## src/rtl/alu7_rot.sv

```systemverilog
// -----------------------------------------------------------------------------
// alu7_rot
//   Small registered ALU on WIDTH-bit operands. It supports bitwise NOT,
//   variable rotate-right, unsigned ADD and SUB. The result and its
//   carry/sign/zero flags are computed combinationally from A/B/OP. They are
//   registered on a clock edge where in_valid is high. out_valid pulses for
//   exactly one cycle after each accepted request. A request can be accepted
//   on every cycle, and there is no backpressure.
//
// Ports
//   clk        in   1      rising-edge clock
//   rst_n      in   1      asynchronous active-low reset
//   in_valid   in   1      capture A/B/OP on this clock edge
//   A          in   WIDTH  operand A
//   B          in   WIDTH  operand B (rotate amount for ROR)
//   OP         in   2      00 NOT, 01 ROR, 10 ADD, 11 SUB
//   R          out  WIDTH  registered result
//   CF         out  1      registered carry / borrow / last-rotated bit
//   SF         out  1      registered sign flag (R msb)
//   ZF         out  1      registered zero flag
//   out_valid  out  1      high for one cycle when R/flags update
// -----------------------------------------------------------------------------
module alu7_rot #(
    parameter int WIDTH = 7
) (
    input  logic             clk,
    input  logic             rst_n,
    input  logic             in_valid,
    input  logic [WIDTH-1:0] A,
    input  logic [WIDTH-1:0] B,
    input  logic [1:0]       OP,
    output logic [WIDTH-1:0] R,
    output logic             CF,
    output logic             SF,
    output logic             ZF,
    output logic             out_valid
);

    typedef enum logic [1:0] {
        OP_NOT = 2'b00,
        OP_ROR = 2'b01,
        OP_ADD = 2'b10,
        OP_SUB = 2'b11
    } op_e;

    localparam logic [WIDTH-1:0] WIDTH_V = WIDTH'(WIDTH);

    op_e              op;
    logic [WIDTH-1:0] amt;
    logic [WIDTH-1:0] ror_res;
    logic [WIDTH:0]   sum;
    logic [WIDTH:0]   diff;
    logic [WIDTH-1:0] res_nxt;
    logic             cf_nxt;

    assign op = op_e'(OP);

    // The full B value is reduced modulo WIDTH. For example, with WIDTH=7,
    // B=7 rotates by 0 and B=8 rotates by 1.
    assign amt = B % WIDTH_V;

    // When amt is 0, the left-shift count equals WIDTH. That shift produces
    // all zeros, so the result is A unchanged.
    assign ror_res = (A >> amt) | (A << (WIDTH_V - amt));

    // Both results are computed one bit wider than the operands. For ADD,
    // the top bit is the carry. For SUB, the top bit is set exactly when
    // A < B, which is the unsigned borrow.
    assign sum  = {1'b0, A} + {1'b0, B};
    assign diff = {1'b0, A} - {1'b0, B};

    always_comb begin
        res_nxt = '0;
        cf_nxt  = 1'b0;
        unique case (op)
            OP_NOT: begin
                res_nxt = ~A;
                cf_nxt  = 1'b0;
            end
            OP_ROR: begin
                res_nxt = ror_res;
                // The last bit rotated around ends up in the msb.
                cf_nxt  = (amt != '0) ? ror_res[WIDTH-1] : 1'b0;
            end
            OP_ADD: begin
                res_nxt = sum[WIDTH-1:0];
                cf_nxt  = sum[WIDTH];
            end
            OP_SUB: begin
                res_nxt = diff[WIDTH-1:0];
                cf_nxt  = diff[WIDTH];
            end
        endcase
    end

    always_ff @(posedge clk or negedge rst_n) begin
        if (!rst_n) begin
            R         <= '0;
            CF        <= 1'b0;
            SF        <= 1'b0;
            ZF        <= 1'b0;
            out_valid <= 1'b0;
        end else begin
            out_valid <= in_valid;
            if (in_valid) begin
                R  <= res_nxt;
                CF <= cf_nxt;
                SF <= res_nxt[WIDTH-1];
                ZF <= (res_nxt == '0);
            end
        end
    end

endmodule

```

## config.mk

```make
export PLATFORM = sky130hd
export DESIGN_NAME = alu7_rot
export DESIGN_NICKNAME = d
export VERILOG_FILES = /design/src/rtl/alu7_rot.sv
export SDC_FILE = /design/constraint.sdc
export NUM_CORES = 1
export LEC_CHECK = 0
export CAP_MARGIN = 20
export CELL_PAD_IN_SITES_DETAIL_PLACEMENT = 1
export CELL_PAD_IN_SITES_GLOBAL_PLACEMENT = 2
export CORE_UTILIZATION = 30
export CTS_BUF_LIST = sky130_fd_sc_hd__clkbuf_4
export DETAILED_ROUTE_END_ITERATION = 6
export PLACE_DENSITY_LB_ADDON = 0.1
export SYNTH_ARGS = -nofsm -noshare
export SYNTH_HDL_FRONTEND = slang
export SYNTH_SLANG_ARGS = --single-unit
```

## constraint.sdc

```tcl
create_clock -name clk -period 0.8 [get_ports clk]
set_input_delay 0.12 -clock clk [delete_from_list [all_inputs] [get_ports clk]]
set_output_delay 0.12 -clock clk [all_outputs]
set_load 0.01 [all_outputs]
```

# Yosys cells after proc, flatten, opt, wreduce, memory -nomap -nowiden
# Cells that the tools add are included.
# totals
register_bits,11
input_bits,19
out_inout_bits,11
elab_cells,22
# classes
addsub,3
div,1
eq_ne,3
shifts,2
muxes,3
bitwise,2
reduce_logical,3
# ops
cell,count
$pmux W7 S4,1
$add A7 B7 Y8,1
$sub A7 B7 Y8,1
$logic_not A7 Y1,1
$mod A7 B3 Y7 const B,1
$not A7 Y7,1
$or A7 B7 Y7,1
$reduce_bool A7 Y1,1
$shl A7 B7 Y7,1
$shr A7 B7 Y7,1
$sub A3 B7 Y7 const A,1
$eq A2 B2 Y1 const B,2
$pmux W1 S4,1
$eq A2 B1 Y1 const B,1
$logic_not A2 Y1,1
$mux W1,1

# Longest topological paths before layout
# Gate-level depths: netlist of the first run.
# depth
word_depth,6
depth_mapped,19
depth_no_buf,16

# Least setup slack after synthesis of the first run
# Ideal clock, no wire load.
# synth_timing
path_type,input port to flip-flop
startpoint,in B[1]
endpoint,reg ZF
setup_ps,95
arrival_ps,3593
required_ps,705
setup_slack_ps,-2888
cell_stages,17
n_path_buf,3
path_cell_list,buf_2 or3b_1 a211o_1 o2111a_1 buf_2 inv_2 ha_1 o21ai_0 a2111o_1 and3_1 buf_6 mux2_4 o21ai_2 o32ai_1 o2bb2ai_1 or3_1 o32ai_2
# synth_between
elab_chain_len,6
word_cells_on_any_way,9
cone_classes,add/sub (3); div (1); shift (2); mux (1); bitwise (1); reduce/logical (1)
# synth_rtl
item,line,rtl
start: declaration,30,"input logic [WIDTH-1:0] B,"
$mod A7 B3 Y7,60,assign amt = B % WIDTH_V;
$sub A3 B7 Y7,64,assign ror_res = (A >> amt) | (A << (WIDTH_V - amt));
$shl A7 B7 Y7,64,
$or A7 B7 Y7,64,
$pmux W7 S4 *,75,unique case (op)
$logic_not A7 Y1 *,109,ZF <= (res_nxt == '0);
end signal: assignment,109,
end: declaration,35,"output logic ZF,"
# Every way passes the cells marked *; elsewhere a longest branch is shown, timed or not.
# A chain may end at the register's enable or synchronous reset.

# Worst setup path after layout of the first run
# layout_timing
startpoint,in B[6]
endpoint,reg ZF
# The elaborated chain is that of the path after synthesis.

==> metrics.csv, run 1 <==
stage,metric,value,unit
detailed_routing,firstDrtPassIters,4,
timing,setup_ws,-2.42,ns
finish,fillers,976,
worst_setup_path,path_max_fanout,7,
cts,clock_latency,0.26,ns
timing,skew,0,ns
finish,utilization,0.539,
synth,synth-edff-count,0,
global_routing,grt_pass1_vias,3536,
floorplanning,core-area,0.00773,sq mm
place,post-place-ws,-3.07,ns
floorplanning,dieArea,0.00837,sq mm
worst_setup_path,path_class,input port to flop,
synth,synth-main-ff-cell,dfrtp_1,
finish,drive_above_1_share,0.485,
detailed_routing,wirelength,11300,microns
place,portBuffers,29,
worst_setup_path,crit_start,B[6],
global_routing,grt_pass1_wl,18000,microns
timing,rsz0062_at_grt,true,
cts,clkSinkCount,10,
worst_setup_path,cp-endpoint,ZF,
timing,hold_viol,0,
floorplanning,start_util,0.311,
cts,clock_path_buffers,2,
floorplanning,die_y,91.5,microns
place,place_congestion,0.889,
timing,setup_viol,20,
status,violations,negative setup slack,
global_routing,grt.total_usage,0.269,
synth,ys_types,76,
worst_setup_path,crit_chain,buf_8 > buf_6 > nor4bb_4 > o21ai_1 > nand2_1 > ha_4 > buf_6 > a21o_1 > a221oi_2 > a2111o_1 > and3_4 > mux2_4 > o21ai_2 > o32ai_2 > o2bb2ai_2 > or3_4 > o32ai_2,
timing,final.min_clock_period,3.22,ns
power,powerDensity,1230,mW/mm^2
timing,relSlewSlack,0.613,
worst_setup_path,reg2reg_slack,-0.09,ns
place,place_hpwl,8860,microns
global_routing,grt-ovfl-total,0,
cts,cts_tree,done,
worst_setup_path,required,0.97,ns
finish,multiInputGateArea,0.00228,sq mm
timing,hold_ws,0.151,ns
place,dpl_cell_area,0.00381,sq mm
worst_setup_path,r2r_start,R[2],
finish,area_growth,73.4,%
finish,num-nets-final,531,
cts,clkTransAtPathRegs,0.07,ns
worst_setup_path,worst_setup_path_start_kind,input port,
finish,final_area,0.00417,sq mm
cts,hold_buffers,0,
floorplanning,rows,32,
timing,finalMaxSlewViolations,0,
worst_setup_path,end_kind,flop,
cts,htree_levels,1,
synth,syn_nets,368,
status,status,finished with violations,
global_routing,grt_start_max_net_pins,18,
finish,diodes,0,
worst_setup_path,arrival,3.38,ns
synth,synthCells,331,
timing,fin_crit_sh,4.02,
worst_setup_path,worst_path_max_delay_cell,or3_4,
floorplanning,pin_count,30,
cts,cts_root_buf,clkbuf_4,
timing,fmax,0.311,GHz
timing,worst_pin_slew,0.565,ns
worst_hold_path,worst_hold_path_type,input port to async pin,
power,p_leak,1.91,nW
detailed_routing,vias,3205,
timing,fin_setup_tns,-21.67,ns
synth,synth-seq-cells,10,
floorplanning,fp.dieW,91.5,microns
synth,ys_warn_count,0,
flow_run,max_cap_violations,0,
synth,yosysSeqAreaShare,0.104,
synth,syn_area,0.00240,sq mm
finish,final_cell_mix,"buf_4, nand2_1, a21oi_1",
finish,final_common_cell,buf_4,
worst_setup_path,rr_endpoint,R[2],
detailed_routing,vias_per_cell,5.39,
cts,cts-buffers-inserted,3,
detailed_routing,wl_per_cell,19.0,microns
detailed_routing,drc,0,
detailed_routing,drtIter0Drc,137,
worst_setup_path,reg2regPathDepth,2,
detailed_routing,drtAntennaViolNets,0,
synth,synth_area_per_cell,7.26,sq um
power,ir_worst_vdd,0.000508,V
finish,regArea,250,sq um
global_routing,grt_antenna_before_repair,0,
worst_setup_path,max_stage_delay,0.34,ns
synth,synth-async-reset-ratio,1.00,
## worst min path at each step
stage	end	slack [ns]	startpoint	depth (start not counted)
6_report	R[1]	0.15	rst_n	2
5_1_grt	R[4]	0.15	rst_n	2
4_1_cts	R[1]	0.15	rst_n	2
3_5_place_dp	R[3]	0.43	rst_n	2
3_3_place_gp	R[0]	0.43	rst_n	2
2_1_floorplan	CF	-0.18	rst_n	0
## registers in the layout, indices dropped and copies added (netlist names)
| name | count |
|---|---|
| ZF | 1 |
| CF | 1 |
| R | 7 |
| out_valid | 1 |
## critical path, delay by kind of cell
family,cells,cell delay (ns)
fa+ha+maj,1,0.19
mux,1,0.32
simple gates,4,0.88
buf+inv,3,0.33
compound gates,8,1.54
## routing by layer
metal,global-route usage,wire [microns],vias to the layer above
li1,-,-,1571
met1,0.319,4880,1568
met2,0.524,5960,49
met3,0.0176,183,17
met4,0.0529,282,0
met5,0,0,-
## synth_stat cells (all sizes together) (3+ instances only)
master	instances	area share
a211o	6	0.022
nand2	37	0.059
mux2	8	0.039
xnor2	4	0.015
a221oi	5	0.018
o21ai	18	0.039
a21oi	34	0.071
o221ai	3	0.011
and3	4	0.010
o22ai	3	0.0078
or3	3	0.0078
buf	13	0.041
nand2b	6	0.016
ha	16	0.083
mux2i	4	0.017
dfrtp	10	0.10
nor2	26	0.042
nand3	10	0.023
o21a	6	0.019
o32ai	5	0.021
inv	19	0.030
a31oi	7	0.018
clkbuf	7	0.011
a21o	3	0.0094
a211oi	7	0.029
nor3	6	0.012
and2	4	0.010
o211ai	5	0.018
nor2b	3	0.0078
xor2	3	0.011
o21bai	7	0.022
## area by class of cell
class | instances | area share
clock inverters | 1 | 0.000901
well taps | 102 | 0.0306
multi-input cells | 281 | 0.546
repair buffers | 178 | 0.337
flip-flops and latches | 10 | 0.0600
clock buffers | 3 | 0.00540
inverters | 20 | 0.0192
## cells by family after synthesis
group / count (synthesis) / synth area share
adders and majority gates: 19 / 0.105
xor gates and xnor gates: 7 / 0.0255
and+or+nand+nor: 110 / 0.224
AOI/OAI and AO/OA: 133 / 0.402
muxes: 12 / 0.0557
DFF: 10 / 0.104
buffers and inverters: 40 / 0.0833
## power breakdown
| part | internal [W] | switching [W] |
|---|---|---|
| registers | 0.000599 | 0.0000526 |
| logic | 0.00210 | 0.00205 |
| clock network | 0.000180 | 0.000167 |
## through the flow
step / power (W) / cells
after floorplan: 0.00247 / 331
after global placement: 0.00418 / 574
after detailed placement: 0.00425 / 574
after CTS: 0.00497 / 594
after global routing: 0.00547 / 595
final: 0.00514 / 595
## repair_timing
action / in CTS / in global routing
endpoints found under the setup margin: 20 / 20
cloned: 1 / 0
pin swaps: 33 / 25
resized for setup: 116 / 19
buffers inserted: 17 / 5
endpoints found under the hold margin: 0 / 0
Note: power is estimated with default switching activity, not from simulation.
==> run 2: changes to the inputs <==
Settings changed: HOLD_SLACK_MARGIN set to 0.03.
==> results of run 2 <==
No change in the layout: final DEF, timing and power equal those of run 1.
==> run 3: changes to the inputs <==
Settings changed: CELL_PAD_IN_SITES_DETAIL_PLACEMENT 1 to not set, CELL_PAD_IN_SITES_GLOBAL_PLACEMENT 2 to not set, CORE_UTILIZATION 30 to 53, SLEW_MARGIN set to 0.
==> run 3 against run 2 <==
The run ends with design-rule violations, negative setup slack left. Design area down 1.1%. Power up 15%. Combinational power up 16%. Global-route usage up 22 points. Clock skew unchanged.
==> metrics.csv, run 3 (same netlist as run 1, synthesis figures left out) <==
stage,metric,value,unit,change
status,status,finished with violations,,unchanged
status,violations,"design-rule violations, negative setup slack",,was negative setup slack
place,dpl_cell_area,0.00361,sq mm,was 0.00381 sq mm
worst_setup_path,path_max_fanout,8,,was 7
power,clockPowerShare,0.073,,was 0.067
worst_setup_path,required,1.01,ns,was 0.97 ns
global_routing,grt_pass1_wl,18600,microns,was 18000 microns
global_routing,grt_pass1_vias,3665,,was 3536
detailed_routing,drtIter0Drc,843,,was 137
worst_setup_path,path_class,input port to flop,,unchanged
power,ir_worst_vdd,0.00174,V,was 0.000508 V
floorplanning,rows,24,,was 32
worst_setup_path,r2r_start,CF,,was R[2]
detailed_routing,wirelength,15300,microns,was 11300 microns
cts,clock_path_buffers,2,,unchanged
timing,fin_crit_sh,4.33,,was 4.02
finish,largest_reg_flops,7,,unchanged
timing,setup_viol,20,,unchanged
timing,fin_setup_tns,-24.13,ns,was -21.67 ns
detailed_routing,drtAntennaViolNets,0,,unchanged
cts,clkTransAtPathRegs,0.11,ns,was 0.07 ns
timing,skew,0,ns,unchanged
timing,hold_ws,0.142,ns,was 0.151 ns
place,place_congestion,1.02,,was 0.889
power,netSwitchingPower,0.00297,W,was 0.00227 W
detailed_routing,vias,4289,,was 3205
place,portBuffers,29,,unchanged
global_routing,grt_start_max_net_pins,16,,was 18
finish,final_cell_mix,"buf_4, nand2_1, a21oi_1",,unchanged
flow_run,max_cap_violations,0,,unchanged
timing,worst_pin_slew,0.580,ns,was 0.565 ns
cts,clock_latency,0.30,ns,was 0.26 ns
worst_setup_path,reg2reg_slack,-0.26,ns,was -0.09 ns
global_routing,grt.total_usage,0.485,,was 0.269
cts,clkSinkCount,10,,unchanged
worst_setup_path,reg2regPathDepth,3,,was 2
worst_hold_path,worst_hold_path_type,input port to async pin,,unchanged
cts,cts-buffers-inserted,3,,unchanged
floorplanning,fp.dieW,69.3,microns,was 91.5 microns
global_routing,grt_antenna_before_repair,2,,was 0
power,p_sw_frac,0.504,,was 0.441
cts,cts_tree,done,,unchanged
worst_setup_path,crit_start,B[5],,was B[6]
detailed_routing,drc,39,,was 0
floorplanning,core-area,0.00435,sq mm,was 0.00773 sq mm
finish,num-nets-final,518,,was 531
floorplanning,die_y,69.3,microns,was 91.5 microns
detailed_routing,vias_per_cell,8.06,,was 5.39
finish,regMostFlops,R,,unchanged
timing,final.min_clock_period,3.46,ns,was 3.22 ns
finish,final_common_cell,buf_4,,unchanged
place,place_hpwl,7540,microns,was 8860 microns
power,p_leak,1.87,nW,was 1.91 nW
worst_setup_path,worst_setup_path_start_kind,input port,,unchanged
finish,final_area,0.00412,sq mm,was 0.00417 sq mm
timing,relSlewSlack,0.611,,was 0.613
power,internal-power,0.00293,W,was 0.00287 W
finish,area_growth,71.5,%,was 73.4%
power,power,0.00590,W,was 0.00514 W
timing,setup_ws,-2.66,ns,was -2.42 ns
worst_setup_path,cp-endpoint,ZF,,unchanged
worst_setup_path,arrival,3.67,ns,was 3.38 ns
floorplanning,dieArea,0.00481,sq mm,was 0.00837 sq mm
finish,fillers,131,,was 976
cts,htree_levels,1,,unchanged
timing,fmax,0.289,GHz,was 0.311 GHz
global_routing,grt-ovfl-total,0,,unchanged
detailed_routing,firstDrtPassIters,7,,was 4
power,combPwrFrac,0.811,,was 0.806
timing,finalMaxSlewViolations,0,,unchanged
power,powerDensity,1430,mW/mm^2,was 1230 mW/mm^2
power,seqPwrFrac,0.117,,was 0.127
floorplanning,start_util,0.552,,was 0.311
worst_setup_path,end_kind,flop,,unchanged
place,post-place-ws,-3.09,ns,was -3.07 ns
worst_setup_path,rr_endpoint,CF,,was R[2]
finish,drive_above_1_share,0.482,,was 0.485
timing,rsz0062_at_grt,true,,unchanged
cts,hold_buffers,0,,unchanged
timing,hold_viol,0,,unchanged
floorplanning,pin_count,30,,unchanged
detailed_routing,wl_per_cell,28.7,microns,was 19.0 microns
cts,cts_root_buf,clkbuf_4,,unchanged
-- run 3: cell types whose count changed in the layout (fill, tap and decap cells not counted), moves of 2 or more --
cell      before  now
o21ai_4        0    2
buf_2         11    7
nand2_2        2    4
o32ai_2        3    0
buf_12         0    2
a31oi_1        6    4
o32ai_4        0    2
o221ai_2       2    0
o31ai_2        2    0
a21oi_1       28   26
a31oi_4        1    3
buf_4        139  128
nand2_1       35   32
-- run 3: stage by stage --
stage | utilization | std cells
2_1_floorplan | - | 331
3_3_place_gp | 0.828 | 503
3_5_place_dp | 0.828 | 503
4_1_cts | 0.901 | 522
5_1_grt | 0.946 | 531
6_report | 0.947 | 532
-- run 3: repair_timing --
item | in CTS | in global routing
pin swaps | 36 | 31
gates resized for setup | 113 | 41
buffers inserted | 17 | 12
endpoints found under the setup margin | 20 | 20
-- run 3: how the worst min path moves through the flow --
stage	startpoint	to	slack (ns)	cells past startpoint
finish	rst_n	R[6]	0.14	2
global route	rst_n	R[6]	0.15	2
CTS	rst_n	CF	0.12	2
detailed placement	rst_n	R[6]	0.42	2
global placement	rst_n	R[6]	0.42	2
floorplan	rst_n	CF	-0.18	0
-- run 3: layout make-up --
type / instances / area [sq um] / share of cell area
diodes: 1 / 2.50 / 0.000607
well taps: 52 / 65.1 / 0.0158
flip-flops and latches: 10 / 251 / 0.0610
inverters: 20 / 80.1 / 0.0194
multi-input cells: 281 / 2370 / 0.574
repair buffers: 165 / 1330 / 0.324
clock buffers: 3 / 22.5 / 0.00546
-- run 3: worst max-delay path, stage by stage --
cell      delay (ns)
buf_12          0.13
buf_4           0.13
a211oi_2        0.30
a2bb2o_1        0.36
o2111a_2        0.17
clkinv_4        0.06
ha_4            0.14
o21ai_2         0.06
a2111o_1        0.39
buf_6           0.17
nand4_1         0.20
o22ai_2         0.13
a22oi_2         0.20
mux2_4          0.26
o221ai_4        0.17
or3_4           0.43
o32ai_4         0.25
-- run 3: per-layer routing --
metal,track usage,share of wire
met2,0.787,0.39
met3,0.115,0.17
met5,0,0
met1,0.581,0.31
met4,0.286,0.13
-- run 3: power by group through the flow --
stage / clock network [W] / logic, W / registers (W)
2_1_floorplan: 0 / 0.00176 / 0.000702
3_3_place_gp: 0 / 0.00328 / 0.000659
3_5_place_dp: 0 / 0.00336 / 0.000664
4_1_cts: 0.000374 / 0.00386 / 0.000657
5_1_grt: 0.000439 / 0.00488 / 0.000687
6_report: 0.000429 / 0.00479 / 0.000688
